===== src/rtl/mem_initiator_pkg.sv =====
// Shared types and defaults for the mem_initiator register-file bus initiator.
// Default address, data and length widths plus the read-latency ceiling.
package mem_initiator_pkg;

    localparam int DEF_ADDR_W = 8;
    localparam int DEF_DATA_W = 8;
    localparam int DEF_LEN_W  = 4;
    localparam int RD_LAT_MAX = 7;
    localparam int LAT_W      = 3;

    typedef enum logic [1:0] {
        IDLE,
        WR_BEAT,
        RD_ISSUE,
        RD_RESP
    } state_t;

endpackage


===== src/rtl/mem_initiator_if.sv =====
// Command, write-beat and read-response handshakes of mem_initiator.
// master = command producer, slave = mem_initiator.
interface mem_initiator_if
    import mem_initiator_pkg::*;
#(
    parameter int ADDR_W = DEF_ADDR_W,
    parameter int DATA_W = DEF_DATA_W,
    parameter int LEN_W  = DEF_LEN_W
);

    logic              cmd_valid;
    logic              cmd_ready;
    logic              cmd_write;
    logic [ADDR_W-1:0] cmd_addr;
    logic [LEN_W-1:0]  cmd_len;

    logic              wr_valid;
    logic              wr_ready;
    logic [DATA_W-1:0] wr_data;

    logic              rd_valid;
    logic              rd_ready;
    logic [DATA_W-1:0] rd_data;
    logic              rd_last;

    modport master (
        output cmd_valid, cmd_write, cmd_addr, cmd_len,
        output wr_valid, wr_data,
        output rd_ready,
        input  cmd_ready, wr_ready,
        input  rd_valid, rd_data, rd_last
    );

    modport slave (
        input  cmd_valid, cmd_write, cmd_addr, cmd_len,
        input  wr_valid, wr_data,
        input  rd_ready,
        output cmd_ready, wr_ready,
        output rd_valid, rd_data, rd_last
    );

endinterface


===== src/rtl/mem_initiator.sv =====
// Bus initiator sequencing the 8-bit register-file memory pins.
// MEM_INITIATOR_BURST_EN enables multi-beat bursts with address auto-increment.
module mem_initiator
    import mem_initiator_pkg::*;
#(
    parameter int ADDR_W = DEF_ADDR_W,
    parameter int DATA_W = DEF_DATA_W,
    parameter int LEN_W  = DEF_LEN_W,
    parameter int RD_LAT = 1
) (
    input  logic              clk,
    input  logic              rst_n,
    mem_initiator_if.slave    bus,
    output logic              busy,
    output logic [ADDR_W-1:0] mem_address,
    output logic [DATA_W-1:0] mem_data_in,
    output logic              mem_read_write,
    output logic              mem_chip_en,
    input  logic [DATA_W-1:0] mem_data_out
);

    state_t            state_q, state_d;
    logic [ADDR_W-1:0] addr_q, addr_d;
    logic [LAT_W-1:0]  lat_q, lat_d;
    logic [DATA_W-1:0] rd_data_q, rd_data_d;
    logic              cmd_ready_q, cmd_ready_d;
    logic [ADDR_W-1:0] maddr_q, maddr_d;
    logic [DATA_W-1:0] mdin_q, mdin_d;
    logic              ce_q, ce_d;
    logic              rw_q, rw_d;
    logic              last;

`ifdef MEM_INITIATOR_BURST_EN
    logic [LEN_W-1:0]  cnt_q, cnt_d;
    logic              rd_last_q, rd_last_d;

    assign last = (cnt_q == '0);
`else
    logic              unused_len;

    assign unused_len = ^bus.cmd_len;
    assign last       = 1'b1;
`endif

    always_comb begin
        state_d     = state_q;
        addr_d      = addr_q;
        lat_d       = lat_q;
        rd_data_d   = rd_data_q;
        maddr_d     = maddr_q;
        mdin_d      = mdin_q;
        rw_d        = rw_q;
        ce_d        = 1'b0;
`ifdef MEM_INITIATOR_BURST_EN
        cnt_d       = cnt_q;
        rd_last_d   = rd_last_q;
`endif
        unique case (state_q)
            IDLE: begin
                if (bus.cmd_valid && cmd_ready_q) begin
                    addr_d = bus.cmd_addr;
`ifdef MEM_INITIATOR_BURST_EN
                    cnt_d  = bus.cmd_len;
`endif
                    if (bus.cmd_write) begin
                        state_d = WR_BEAT;
                    end else begin
                        state_d = RD_ISSUE;
                        ce_d    = 1'b1;
                        rw_d    = 1'b0;
                        maddr_d = bus.cmd_addr;
                        lat_d   = '0;
                    end
                end
            end
            WR_BEAT: begin
                if (bus.wr_valid) begin
                    ce_d    = 1'b1;
                    rw_d    = 1'b1;
                    maddr_d = addr_q;
                    mdin_d  = bus.wr_data;
`ifdef MEM_INITIATOR_BURST_EN
                    addr_d  = addr_q + ADDR_W'(1);
                    cnt_d   = cnt_q - LEN_W'(1);
`endif
                    if (last) state_d = IDLE;
                end
            end
            RD_ISSUE: begin
                // Strobe drops on the edge that samples the memory output.
                if (lat_q == LAT_W'(RD_LAT - 1)) begin
                    rd_data_d = mem_data_out;
`ifdef MEM_INITIATOR_BURST_EN
                    rd_last_d = last;
`endif
                    state_d   = RD_RESP;
                end else begin
                    ce_d  = 1'b1;
                    lat_d = lat_q + LAT_W'(1);
                end
            end
            RD_RESP: begin
                if (bus.rd_ready) begin
                    if (last) begin
                        state_d = IDLE;
                    end else begin
`ifdef MEM_INITIATOR_BURST_EN
                        addr_d  = addr_q + ADDR_W'(1);
                        cnt_d   = cnt_q - LEN_W'(1);
`endif
                        state_d = RD_ISSUE;
                        ce_d    = 1'b1;
                        rw_d    = 1'b0;
                        maddr_d = addr_d;
                        lat_d   = '0;
                    end
                end
            end
            default: state_d = IDLE;
        endcase
        cmd_ready_d = (state_d == IDLE);
    end

    always_ff @(posedge clk or negedge rst_n) begin
        if (!rst_n) begin
            state_q     <= IDLE;
            addr_q      <= '0;
            lat_q       <= '0;
            rd_data_q   <= '0;
            cmd_ready_q <= 1'b0;
            maddr_q     <= '0;
            mdin_q      <= '0;
            ce_q        <= 1'b0;
            rw_q        <= 1'b0;
        end else begin
            state_q     <= state_d;
            addr_q      <= addr_d;
            lat_q       <= lat_d;
            rd_data_q   <= rd_data_d;
            cmd_ready_q <= cmd_ready_d;
            maddr_q     <= maddr_d;
            mdin_q      <= mdin_d;
            ce_q        <= ce_d;
            rw_q        <= rw_d;
        end
    end

`ifdef MEM_INITIATOR_BURST_EN
    always_ff @(posedge clk or negedge rst_n) begin
        if (!rst_n) begin
            cnt_q     <= '0;
            rd_last_q <= 1'b0;
        end else begin
            cnt_q     <= cnt_d;
            rd_last_q <= rd_last_d;
        end
    end

    assign bus.rd_last = rd_last_q;
`else
    assign bus.rd_last = 1'b1;
`endif

    assign bus.cmd_ready  = cmd_ready_q;
    assign bus.wr_ready   = (state_q == WR_BEAT);
    assign bus.rd_valid   = (state_q == RD_RESP);
    assign bus.rd_data    = rd_data_q;
    assign busy           = (state_q != IDLE);
    assign mem_address    = maddr_q;
    assign mem_data_in    = mdin_q;
    assign mem_read_write = rw_q;
    assign mem_chip_en    = ce_q;

endmodule


===== src/flat_wrapper.sv =====
// flat-port wrapper written by rule: the top's interface ports become plain ports
module mem_initiator_flat import mem_initiator_pkg::*;
#(
    parameter int ADDR_W = DEF_ADDR_W,
    parameter int DATA_W = DEF_DATA_W,
    parameter int LEN_W  = DEF_LEN_W,
    parameter int RD_LAT = 1
)
  (clk, rst_n, busy, mem_address, mem_data_in, mem_read_write, mem_chip_en, mem_data_out, bus_cmd_valid, bus_cmd_write, bus_cmd_addr, bus_cmd_len, bus_wr_valid, bus_wr_data, bus_rd_ready, bus_cmd_ready, bus_wr_ready, bus_rd_valid, bus_rd_data, bus_rd_last);
  mem_initiator_if #(.ADDR_W(ADDR_W), .DATA_W(DATA_W), .LEN_W(LEN_W)) bus_i ();
  input  logic clk;
  input  logic rst_n;
  output logic busy;
  output logic [ADDR_W-1:0] mem_address;
  output logic [DATA_W-1:0] mem_data_in;
  output logic mem_read_write;
  output logic mem_chip_en;
  input  logic [DATA_W-1:0] mem_data_out;
  input wire logic [$bits(bus_i.cmd_valid)-1:0] bus_cmd_valid;
  input wire logic [$bits(bus_i.cmd_write)-1:0] bus_cmd_write;
  input wire logic [$bits(bus_i.cmd_addr)-1:0] bus_cmd_addr;
  input wire logic [$bits(bus_i.cmd_len)-1:0] bus_cmd_len;
  input wire logic [$bits(bus_i.wr_valid)-1:0] bus_wr_valid;
  input wire logic [$bits(bus_i.wr_data)-1:0] bus_wr_data;
  input wire logic [$bits(bus_i.rd_ready)-1:0] bus_rd_ready;
  output wire logic [$bits(bus_i.cmd_ready)-1:0] bus_cmd_ready;
  output wire logic [$bits(bus_i.wr_ready)-1:0] bus_wr_ready;
  output wire logic [$bits(bus_i.rd_valid)-1:0] bus_rd_valid;
  output wire logic [$bits(bus_i.rd_data)-1:0] bus_rd_data;
  output wire logic [$bits(bus_i.rd_last)-1:0] bus_rd_last;
  assign bus_i.cmd_valid = bus_cmd_valid;
  assign bus_i.cmd_write = bus_cmd_write;
  assign bus_i.cmd_addr = bus_cmd_addr;
  assign bus_i.cmd_len = bus_cmd_len;
  assign bus_i.wr_valid = bus_wr_valid;
  assign bus_i.wr_data = bus_wr_data;
  assign bus_i.rd_ready = bus_rd_ready;
  assign bus_cmd_ready = bus_i.cmd_ready;
  assign bus_wr_ready = bus_i.wr_ready;
  assign bus_rd_valid = bus_i.rd_valid;
  assign bus_rd_data = bus_i.rd_data;
  assign bus_rd_last = bus_i.rd_last;
  mem_initiator #(.ADDR_W(ADDR_W), .DATA_W(DATA_W), .LEN_W(LEN_W), .RD_LAT(RD_LAT)) u_core (.clk(clk), .rst_n(rst_n), .bus(bus_i), .busy(busy), .mem_address(mem_address), .mem_data_in(mem_data_in), .mem_read_write(mem_read_write), .mem_chip_en(mem_chip_en), .mem_data_out(mem_data_out));
endmodule

===== config.mk =====
export PLATFORM = sky130hd
export DESIGN_NAME = mem_initiator_flat
export DESIGN_NICKNAME = d
export VERILOG_FILES = /design/src/rtl/mem_initiator_pkg.sv /design/src/rtl/mem_initiator_if.sv /design/src/rtl/mem_initiator.sv /design/src/flat_wrapper.sv
export SDC_FILE = /design/constraint.sdc
export NUM_CORES = 1
export LEC_CHECK = 0
export CORE_ASPECT_RATIO = 0.7
export CORE_MARGIN = 5
export CORE_UTILIZATION = 44
export DETAILED_ROUTE_END_ITERATION = 12
export GPL_ROUTABILITY_DRIVEN = 0
export PLACE_DENSITY = 0.87
export SETUP_SLACK_MARGIN = 0.5
export SLEW_MARGIN = 20
export SYNTH_ARGS = -nofsm -noshare
export SYNTH_HDL_FRONTEND = slang
export SYNTH_SLANG_ARGS = --single-unit

===== constraint.sdc =====
create_clock -name clk -period 1.6 [get_ports clk]
set_clock_uncertainty 0.05 [all_clocks]
set_input_delay 0.24 -clock clk [delete_from_list [all_inputs] [get_ports clk]]
set_output_delay 0.24 -clock clk [all_outputs]
set_load 0.02 [all_outputs]

# [Word level (Yosys, flattened, before mapping)]
# Index checks and enable logic that the tools add are counted.
[word_totals] ff_bits=40 out_inout_bits=31 elab_cells=52
[op_classes] add_sub_neg=1 eq_ne=7 muxes=23 n_reduce_logical=12
[ops] op="$mux W8" count=3
[ops] op="$pmux W8 S2" count=1
[ops] op="$mux W2" count=5
[ops] op="$mux W3" count=3
[ops] op="$pmux W2 S4" count=1
[ops] op="$reduce_and A4 Y1" count=2
[ops] op="$mux W1" count=7
[ops] op="$ne A2 B2 Y1 const B" count=3
[ops] op="$pmux W3 S2" count=1
[ops] op="$reduce_and A2 Y1" count=3
[ops] op="$reduce_bool A2 Y1" count=3
[ops] op="$eq A2 B2 Y1 const B" count=2
[ops] op="$logic_not A2 Y1" count=2
[ops] op="$pmux W1 S4" count=1
[ops] op="$add A3 B1 Y3 const B" count=1
[ops] op="$logic_not A3 Y1" count=1
[ops] op="$eq A2 B1 Y1 const B" count=1
[ops] op="$ne A2 B1 Y1 const B" count=1
[ops] op="$pmux W1 S2" count=1
[ops] op="$logic_and A1 B1 Y1" count=1

# [Logic depth before layout (Yosys ltp)]
# Gate-level depths: netlist of run 1.
[logic_depth] depth_word=4 depth_mapped=5 mapped_depth_nobuf=5

# [Worst setup path after synthesis of run 1]
# No wires, ideal clock.
[synth_timing] path_kind="register to register" start="register u_core.cmd_ready_q (netlist: u_core.bus.cmd_ready)" end="register u_core.maddr_q[0] (netlist: u_core.mem_address[0])" setup_time_ns=0.123 arrival_time_ns=1.347 required_ns=1.427 path_slack_ns=0.080 path_stages_with_launch=6 n_path_buf=2 path_cell_list="dfrtp_1 -> nor4bb_1 -> buf_4 -> nand2b_4 -> buf_6 -> o221a_1"
[synth_via] elab_chain_len=3
[synth_lines] element="start, declared" line_no="mem_initiator.sv:26" rtl="logic cmd_ready_q, cmd_ready_d;"
[synth_lines] element="start signal, assigned" line_no="mem_initiator.sv:140" rtl="cmd_ready_q <= cmd_ready_d;"
[synth_lines] element="$logic_and A1 B1 Y1" line_no="mem_initiator.sv:60" rtl="if (bus.cmd_valid && cmd_ready_q) begin"
[synth_lines] element="$ne A2 B1 Y1 (no line)"
[synth_lines] element="$reduce_and A4 Y1 (no line)"
[synth_lines] element="end signal, assigned" line_no="mem_initiator.sv:141" rtl="maddr_q <= maddr_d;"
[synth_lines] element="end, declared" line_no="mem_initiator.sv:27" rtl="logic [ADDR_W-1:0] maddr_q, maddr_d;"
# No other way between the ends.
# A chain may end at the register's enable or synchronous reset.

# [Worst setup path in the final report of run 1]
[layout_timing] start="register u_core.state_q[0]" end="register u_core.maddr_q[4] (netlist: u_core.mem_address[4])"
[layout_via] elab_chain_len=3 elab_cells_between_ends=8 cone_classes="eq/ne (4); mux (1); reduce/logical (3)"
[layout_lines] element="start, declared" line_no="mem_initiator.sv:22" rtl="state_t state_q, state_d;"
[layout_lines] element="start signal, assigned" line_no="mem_initiator.sv:136" rtl="state_q <= state_d;"
[layout_lines] element="$eq A2 B1 Y1 or $logic_not A2 Y1 (tied branches)" line_no="mem_initiator.sv:58" rtl="unique case (state_q)"
[layout_lines] element="$ne A2 B2 Y1 (no line), or another cell as far along"
[layout_lines] element="$reduce_and A4 Y1 (no line)"
# Several ways; a longest one is shown, not always the timed one.

==> results.md, run 1 <==
- Slew HR: 66.1%
- DR pass1 iterations: 4
- Vias in the first global route: 1728
- Final hold violation count: 0
- Top cells by area, synth: dfrtp_1 57%, mux2_2 10%, nand2_1 6.0%
- Worst Reg-to-Reg Cells: 5
- Worst-Margin Slew: 509 ps
- Crit path max fanout: 8
- Core ar.: 3900 µm²
- Initial Util: between 40 and 50%
- Worst setup EP type: flop
- Cell Rows: 19
- Hold Path Origin: u_core.addr_q[5]
- R2R Path End: u_core.mem_address[4]
- DIE AREA: 5390 µm²
- Period minus WS final: 1580 ps
- Crit path launch type: flop
- Vias: 1589
- Status: finished, final reports clean
- F_max: roughly 630 MHz
- Max_cap viols: 0
- Clock Latency Late Sink: about 300 ps
- Crit path DAT: between 1500 and 2000 ps
- Share of the synthesized area in the top cell type: approximately 57%
- RSZ-0062 raised after global routing: true
- Die H: 63.0 µm
- H-tree depth: 2
- Share of cells above drive strength 1: 55.5%
- Post-synth top area cell: dfrtp_1
- Clock root cell: clkbuf_8
- DRT iter0 DRCs: between 70 and 80
- Synth cell types: 34
- Ys Warns: 0
- Static leakage: approximately 0.0015 µW
- Hold EP: u_core.addr_q[5]
- Power Dens Cells: 2210 nW/µm²
- Area growth syn-to-layout: 83.8%
- Synthesized flop and latch total: 40
- I/O Pins: 65
- Seq/Total Area, Yosys: 56.8%
- Fin nets: between 200 and 300
- Final setup viols: 0
- Fin. max-slew vios: 0
- CP required: 1790 ps
- Final Cell Area: 3240 µm²
- Synthesized Nets: 180
- Clk slew on worst S/H paths: approximately 90 ps
- WL/cell: about 18 µm
- Placed cell area: about 2500 µm²
- WL final: around 5600 µm
- Global route overflow: 0
- CTS tree: done
- TritonCTS Sinks: 40
- Residual DRC: 0
- Antenna violations before repair: 0
- Hold Crit Class: flop to flop
- Ant. Diodes: 0
- Final Cycle Share: a little over nine tenths
- Slowest cell on crit path: dfrtp_2
- Overall Power: 7160 µW
- RR Startpoint: u_core.state_q[0]
- Max stage delay on crit path: 440 ps
- Cells after synthesis: roughly 140
- Die width: roughly 86 µm
- Worst hold path depth: 2
- Synthesized cell area: 1760 µm²
- Via/cell ratio: 5.16
- Largest net degree at the start of global routing: 41
- First-pass GRT wire length: 8200 µm
- GRT Overall Usage: roughly a fifth
- Buffers on Ports: 59
- Clock buffer count from CTS: 5
- Crit-path cells: buf_6 -> nand4bb_1 -> o21ai_2 -> buf_4 -> o221a_1
- FILL cells: 218
- CP Class: flop to flop
- Syn avg cell area: ~12 µm²
- FF-to-FF setup slack: 20 ps
- Final HPWL DP: 3020 µm
- Clock buffer depth: 2
- Peak supply drop: 1.70 mV
- DRT antenna net count: 0
## metrics by stage
| step | setup WS, ps | utilization [%] | hold slack, ps | setup TNS (ps) | instances |
|---|---|---|---|---|---|
| 5_1_grt | -43.8 | 83.1 | 458 | -237 | 308 |
| 3_5_place_dp | -159 | 65.1 | 288 | -1230 | 261 |
| 2_1_floorplan | 142 | - | -106 | 0 | 144 |
| 4_1_cts | 41.8 | 76.7 | 426 | 0 | 294 |
| 6_report | 17.2 | 83.1 | 434 | 0 | 308 |
| 3_3_place_gp | -122 | 65.1 | 277 | -861 | 261 |
## report_power, final
part	switching, µW	internal, µW
clock network	378	781
logic	1690	2390
registers	399	1530
total	2460	4700
## cells in the final DEF, fill, tap and decap left out, types with 2 or more instances in the layout
master           instances
buf_12                   3
dfrtp_1                 37
nor3b_1                  2
mux2i_1                  2
nand2_1                 23
clkdlybuf4s50_1         28
nor2b_1                  2
buf_4                   33
nor2b_4                  2
bufinv_16                3
buf_2                    2
o221a_1                  7
inv_2                    2
mux2_4                  16
nand2_2                  5
nand2b_4                 5
dfrtp_2                  3
buf_6                   42
or2_2                    8
clkbuf_8                 5
## layout make-up
class	instances	area, µm²	area share (%)
clock buffer	5	68.8	2.12
clock inverter	3	90.1	2.78
inverter	3	11.3	0.347
multi-input combinational	96	920	28.4
sequential	40	1000	31.0
tap	52	65.1	2.01
timing repair buffer	109	1080	33.4
## timing repair
item                       CTS  global route
setup buffers               22            13
gates resized for setup    191            38
setup endpoints to repair   68            70
hold endpoints to repair    40             0
hold buffers                 1             0
pin swaps                    5             6
cloned                       2             1
## sequential cells by signal (all words and copies together), names as in the netlist
name                   cells
u_core.addr_q              8
u_core.mem_address         8
u_core.mem_read_write      1
u_core.bus.rd_data         8
u_core.state_q             2
u_core.mem_chip_en         1
u_core.mem_data_in         8
u_core.bus.cmd_ready       1
u_core.lat_q               3
## critical path, delay by kind of cell (launching register included)
kind            cells  cell delay (ps)
simple gates        1              310
buf+inv             2              320
compound gates      2              400
flops               1              440
## per-layer routing
layer | up-vias | GRT usage [%] | part of all wire, %
met3 | 11 | 8.43 | 9.5
met2 | 74 | 31.0 | 51
li1 | 725 | - | -
met4 | 0 | 8.10 | 1.6
met1 | 779 | 23.2 | 38
met5 | - | 0 | 0
## cells in the mapped netlist
cell / instances
dfrtp_1: 40
nand2_1: 28
mux2_2: 16
or2_2: 9
o221a_1: 7
nor2b_1: 4
buf_2: 3
inv_1: 3
nand2b_1: 3
buf_4: 2
ha_1: 2
mux2i_1: 2
nand3_1: 2
nor3b_1: 2
o21ai_0: 2
a21boi_0: 1
a221o_1: 1
a31o_1: 1
a31oi_1: 1
and2_1: 1
buf_6: 1
clkbuf_1: 1
conb_1: 1
nand2b_4: 1
nand3b_4: 1
nand4bb_1: 1
nor2_4: 1
nor4b_1: 1
nor4bb_1: 1
o211ai_1: 1
o21ai_2: 1
o221a_2: 1
o221ai_1: 1
o31ai_1: 1
## worst max path at each step
stage,from,to,slack (ps),cells after the start
2_1_floorplan,u_core.state_q[0],u_core.mem_address[0],140,5
3_3_place_gp,bus_cmd_valid,u_core.mem_address[6],-120,5
3_5_place_dp,bus_cmd_valid,u_core.mem_address[6],-160,5
4_1_cts,u_core.state_q[1],u_core.mem_address[6],40,5
5_1_grt,u_core.state_q[0],u_core.mem_address[4],-40,5
6_report,u_core.state_q[0],u_core.mem_address[4],20,5
## cell families (layout without fill, tap and decap cells)
kind of cell	Yosys count	in the layout	share of synthesized area, %
fa+ha+maj	2	2	1.42
mux	18	18	11.4
other cells	1	1	0.213
simple gates	55	57	17.7
compound gates	18	18	9.37
buf+inv	10	120	3.19
flops	40	40	56.8
Power figures use the tool's default switching activity.
==> inputs of run 2 (changes only) <==
--- a/config.mk
+++ b/config.mk
@@ -11,7 +11,7 @@
 export DETAILED_ROUTE_END_ITERATION = 12
 export GPL_ROUTABILITY_DRIVEN = 0
 export PLACE_DENSITY = 0.87
-export SETUP_SLACK_MARGIN = 0.5
+export SETUP_SLACK_MARGIN = 0.15
 export SLEW_MARGIN = 20
 export SYNTH_ARGS = -nofsm -noshare
 export SYNTH_HDL_FRONTEND = slang
==> results.md, run 2 (synthesis gave the netlist of run 1 again) <==
- Status: finished, final reports clean
- Final hold violation count: 0 (unchanged)
- Residual DRC: 0 (unchanged)
- GRT Overall Usage: 17.9% (-1.6 points)
- Fin. max-slew vios: 0 (unchanged)
- Worst setup EP type: flop
- Crit path DAT: 1670 ps (-100 ps)
- Share of total power in the clock network: 12.8% (-3.4 points)
- Vias: 1429 (-10%)
- Fin nets: 263 (-9.6%)
- WL/cell: 16.2 µm (-12%)
- Core ar.: 3900 µm² (unchanged)
- Peak supply drop: 1.28 mV (-25%)
- Clock buffer depth: 2 (unchanged)
- DR pass1 iterations: 4 (unchanged)
- Final setup TNS: 0 ps (unchanged)
- Placed cell area: 2470 µm² (-2.6%)
- Area growth syn-to-layout: 57.6%
- Clock Latency Late Sink: 300 ps (about the same)
- Final hold slack: 428 ps (-6.45 ps)
- FILL cells: 301 (+38%)
- Period minus WS final: 1530 ps (-49.8 ps)
- Clock root cell: clkbuf_8
- Commonest non-fill, non-tap cell in the layout: dfrtp_1
- Antenna violations before repair: 0 (unchanged)
- Most frequent cells in the layout: 37 x dfrtp_1, 28 x nand2_1, 28 x clkdlybuf4s50_1, 27 x dlygate4sd2_1, 14 x buf_4
- Largest net degree at the start of global routing: 41 (unchanged)
- Setup slack after layout: 67.0 ps (+49.8 ps)
- CTS tree: done
- First-pass GRT wire length: 7460 µm (-9.1%)
- Clock buffer count from CTS: 5 (unchanged)
- CP required: 1740 ps (-50 ps)
- I/O Pins: 65 (unchanged)
- Hold Crit Class: flop to flop
- Final setup viols: 0 (unchanged)
- CP Class: flop to flop
- Max_cap viols: 0 (unchanged)
- Global route overflow: 0 (unchanged)
- Clk slew on worst S/H paths: 80 ps (about the same)
- Cell Rows: 19 (unchanged)
- Die H: 63.0 µm (unchanged)
- WL final: 4520 µm (-20%)
- DRT antenna net count: 0 (unchanged)
- TritonCTS Sinks: 40 (unchanged)
- Power Dens Cells: 1960 nW/µm² (-12%)
- H-tree depth: 2 (unchanged)
- Sequential power share: 33.7% (+6.8 points)
- Ant. Diodes: 0 (unchanged)
- Buffers on Ports: 59 (unchanged)
- Switching power: 2050 µW (-17%)
- Crit path launch type: flop
- DRT iter0 DRCs: 97 (+33%)
- Share of cells above drive strength 1: 33.8% (-22 points)
- Crit path max fanout: 6 (-2)
- Final Cycle Share: 95.8% (-3.1 points)
- Dpl ws: -146 ps (+12.9 ps)
- Final Cell Area: 2780 µm² (-14%)
- Die width: 85.7 µm (unchanged)
- Vias in the first global route: 1522 (-12%)
- Switching Fraction: 37.7% (+3.3 points)
- Final HPWL DP: 2870 µm (-4.9%)
- Static leakage: 0.00129 µW (-17%)
- F_max: 652 MHz (+3.3%)
- Logic pwr share: 53.5% (-3.4 points)
- Initial Util: 45.2% (unchanged)
- DIE AREA: 5390 µm² (unchanged)
- P_int: 3390 µW (-28%)
- RSZ-0062 raised after global routing: true
- Via/cell ratio: 5.10 (-1.1%)
-- run 2: timing repair --
action,4_1_cts,5_1_grt
pin swaps,1,5
hold endpoints to repair,40,0
hold buffers,1,0
setup buffers,6,3
setup endpoints to repair,55,38
gates resized for setup,50,23
gates cloned,2,1
-- run 2: worst paths after layout --
path,startpoint,endpoint,slack [ps],depth (start not counted)
setup / recovery,u_core.state_q[0],u_core.mem_address[6],70,5
min in group asynchronous,rst_n,u_core.mem_address[6],480,3
hold reg to reg,u_core.addr_q[5],u_core.addr_q[5],430,2
hold / removal,u_core.addr_q[5],u_core.addr_q[5],430,2
setup reg to reg,u_core.state_q[0],u_core.mem_address[6],70,5
max in group asynchronous,rst_n,u_core.state_q[1],650,3
-- run 2: through the flow --
step | std cells | power [µW] | util, %
floorplan | 144 | 3250 | -
global placement | 259 | 4380 | 63.4
detailed placement | 259 | 4470 | 63.4
CTS | 276 | 5220 | 68.9
global route | 280 | 5820 | 71.3
finish | 280 | 5440 | 71.3
-- run 2: layer usage --
metal | up-vias | routed length (µm) | global-route usage [%] | share of wire [%]
met5 | - | 0 | 0 | 0
li1 | 669 | - | - | -
met2 | 55 | 2100 | 27.1 | 46
met4 | 0 | 29 | 4.35 | 0.64
met1 | 703 | 1890 | 22.1 | 42
met3 | 2 | 506 | 10.3 | 11
-- run 2: worst max-delay path, stage by stage (launching register included) --
cell      delay, ps
dfrtp_2         450
buf_6           130
nor4bb_2        260
buf_4           200
nand2b_4         90
o221a_4         260
-- run 2: cell type report --
type | instances | area [µm²] | area share (%)
Clock buffer | 6 | 82.6 | 2.97
Clock inverter | 2 | 10.0 | 0.360
Inverter | 3 | 11.3 | 0.405
Multi-Input combinational cell | 96 | 845 | 30.4
Sequential cell | 40 | 1000 | 36.2
Tap cell | 52 | 65.1 | 2.34
Timing Repair Buffer | 81 | 761 | 27.4
-- run 2: power groups by stage --
stage | clock [µW] | combinational, µW | sequential, µW
detailed placement | 0 | 2630 | 1840
floorplan | 0 | 1030 | 2220
CTS | 713 | 2690 | 1810
global route | 775 | 3130 | 1910
finish | 695 | 2910 | 1830
global placement | 0 | 2570 | 1810
==> inputs of run 3 (changes only) <==
--- a/config.mk
+++ b/config.mk
@@ -5,6 +5,7 @@
 export SDC_FILE = /design/constraint.sdc
 export NUM_CORES = 1
 export LEC_CHECK = 0
+export ABC_AREA = 1
 export CORE_ASPECT_RATIO = 0.7
 export CORE_MARGIN = 5
 export CORE_UTILIZATION = 44
==> results.md, run 3 <==
- Status: finished, final reports clean
- Clock buffer depth: 2 (unchanged)
- H-tree depth: 2 (unchanged)
- Final hold violation count: 0 (unchanged)
- Vias: 1603 (+12%)
- Share of cells above drive strength 1: 11.4% (-22 points)
- Largest family of logic cells by synthesized area: simple AND/OR/NAND/NOR gates
- Clk slew on worst S/H paths: 70 ps (about the same)
- Period minus WS final: 1400 ps (-128 ps)
- Power Dens Cells: 1850 nW/µm² (-5.6%)
- Area growth syn-to-layout: 44.7%
- Compound-Gate Fraction of Synth Area: 4.77% (-4.6 points)
- DRT iter0 DRCs: 52 (-46%)
- Die width: 86.1 µm (+0.56%)
- Synthesized flop and latch total: 40 (unchanged)
- Synthesized Nets: 255 (+42%)
- DIE AREA: 5450 µm² (+1.1%)
- RSZ-0062 raised after global routing: true
- Fin. max-slew vios: 0 (unchanged)
- Largest net degree at the start of global routing: 22 (-46%)
- Post-synth top area cell: dfrtp_1
- DR pass1 iterations: 4 (unchanged)
- Asr flop ratio synth: 100% (unchanged)
- Commonest cells in the netlist: 81 x nand2_1, 40 x dfrtp_1, 31 x nand3_1
- Max stage delay on crit path: 460 ps (about the same)
- Syn avg cell area: 8.15 µm² (-33%)
- Seq/Total Area, Yosys: 56.1% (-0.72 points)
- Clock Latency Late Sink: 300 ps (about the same)
- Most frequent cell after synthesis: nand2_1
- Static leakage: 0.00139 µW (+8.1%)
- Final Cell Area: 2580 µm² (-7.0%)
- Mux cell area share after synthesis: 0% (-11 points)
- F_max: 712 MHz (+9.1%)
- WL final: 4260 µm (-5.7%)
- CP required: 1310 ps (-430 ps)
- Vias in the first global route: 1523 (+0.066%)
- Clock root cell: clkbuf_8
- Antenna violations before repair: 0 (unchanged)
- Ys flop type: dfrtp_1
- Global route overflow: 0 (unchanged)
- Peak supply drop: 1.05 mV (-18%)
- Ant. Diodes: 0 (unchanged)
- Final HPWL DP: 3210 µm (+12%)
- Buffers on Ports: 59 (unchanged)
- WL/cell: 12.5 µm (-23%)
- TritonCTS Sinks: 40 (unchanged)
- I/O Pins: 65 (unchanged)
- Max_cap viols: 0 (unchanged)
- Commonest non-fill, non-tap cell in the layout: nand2_1
- DRT antenna net count: 0 (unchanged)
- Final Cycle Share: 87.8% (-8.0 points)
- Via/cell ratio: 4.70 (-7.9%)
- Most frequent cells in the layout: 77 x nand2_1, 38 x dfrtp_1, 31 x nand3_1, 28 x clkdlybuf4s50_1, 27 x dlygate4sd2_1
- Number of synthesized flops with an enable pin: 0 (unchanged)
- Residual DRC: 0 (unchanged)
- Hold Crit Class: input port to async pin
- Ys Warns: 0 (unchanged)
- Crit-path cells: nand2_1 -> inv_1 -> clkdlybuf4s15_2
- Adder-cell share of the synthesized area: 1.40% (-0.018 points)
- Worst setup EP type: output port
- Slowest cell on crit path: dfrtp_2
- Crit path DAT: 1110 ps (-560 ps)
- Placed cell area: 2470 µm² (about the same)
- Final setup viols: 0 (unchanged)
- Share of the synthesized area in the top cell type: 56.1% (-0.72 points)
- CTS tree: done
- Fin nets: 324 (+23%)
- Die H: 63.3 µm (+0.53%)
- Clock buffer count from CTS: 5 (unchanged)
- Cells after synthesis: 219 (+52%)
- First-pass GRT wire length: 7210 µm (-3.3%)
- Crit path launch type: flop
- Final setup TNS: 0 ps (unchanged)
- Cell Rows: 19 (unchanged)
- Crit path max fanout: 5 (-1)
- Synth cell types: 16 (-53%)
- Xor/xnor share of the synthesized area: 0% (unchanged)
- Core ar.: 3920 µm² (+0.61%)
- CP Class: flop to output port
- Utilization after layout: 65.9% (-5.4 points)
- Initial Util: 45.5% (+0.30 points)
- GRT Overall Usage: 17.1% (-0.85 points)
- Synthesized cell area: 1790 µm² (+1.3%)
- Top cells by area, synth: dfrtp_1 56%, nand2_1 17%, nand3_1 8.7%
- Share of synthesized cell area in and, or, nand and nor gates: 29.6% (+12 points)
-- run 3: cell count changes in the layout (fill, tap and decap cells not counted), moves of 5 or more --
| cell | change |
|---|---|
| nor2_1 | +12 |
| o221a_1 | -7 |
| a21oi_1 | +8 |
| inv_1 | +19 |
| o21ai_0 | +6 |
| buf_6 | -5 |
| nand2_1 | +49 |
| or2_2 | -9 |
| buf_4 | -7 |
| mux2_2 | -8 |
| nand3_1 | +29 |
| mux2_4 | -8 |
-- run 3: power breakdown --
group	switching, µW	internal (µW)	leakage (µW)
sequential	252	1480	0.000487
clock	331	351	0.0000455
combinational	1450	910	0.000860
total	2030	2740	0.00139
-- run 3: kinds of logic (layout without fill, tap and decap cells) --
| kind of cell | count (synthesis) | count (layout) |
|---|---|---|
| other | 1 | 1 |
| AOI/OAI and AO/OA | 17 | 17 |
| buffers and inverters | 31 | 101 |
| and+or+nand+nor | 128 | 128 |
| adders and majority gates | 2 | 2 |
| DFF | 40 | 40 |
-- run 3: per-stage QoR --
stage / hold WS, ps / power, µW / instances / setup slack, ps
floorplan: -106 / 3110 / 219 / 360
global placement: 180 / 4160 / 330 / 118
detailed placement: 181 / 4250 / 330 / 74.4
CTS: 401 / 4710 / 341 / 68.5
global route: 418 / 5150 / 341 / 146
finish: 374 / 4770 / 341 / 195
-- run 3: metal layers --
| metal | vias up | GRT usage, % | wire length [µm] |
|---|---|---|---|
| met5 | - | 0 | 0 |
| met4 | 0 | 5.34 | 67 |
| met3 | 9 | 6.77 | 276 |
| met2 | 41 | 26.5 | 2010 |
| met1 | 737 | 21.9 | 1910 |
| li1 | 816 | - | - |
-- run 3: path summary, 6_finish.rpt --
check	start	end	slack, ps	depth (start not counted)
setup / recovery	u_core.state_q[0]	bus_rd_valid	200	3
hold / removal	rst_n	u_core.addr_q[7]	370	2
setup reg to reg	u_core.state_q[0]	u_core.mem_address[1]	250	7
hold reg to reg	u_core.bus.rd_data[4]	u_core.bus.rd_data[4]	420	2
max in group asynchronous	rst_n	u_core.addr_q[2]	650	3
min in group clk	u_core.bus.rd_data[4]	u_core.bus.rd_data[4]	420	2
-- run 3: area by class of cell --
type,instances,area [µm²]
Inverter,22,83.8
Timing Repair Buffer,71,668
Fill cell,323,1340
Multi-Input combinational cell,148,673
Sequential cell,40,1000
Clock buffer,8,90.1
Tap cell,52,65.1
-- run 3: critical path, delay by kind of cell, from the launching register on --
| kind | cells | cell delay, ps |
|---|---|---|
| buffers and inverters | 2 | 280 |
| and+or+nand+nor | 1 | 80 |
| DFF | 1 | 460 |
-- run 3: what timing repair did --
action	CTS	global route
buffers inserted	2	0
resized for setup	37	16
pin swaps	1	1
endpoints found under the hold margin	20	0
setup endpoints to repair	36	32
hold buffers	1	0
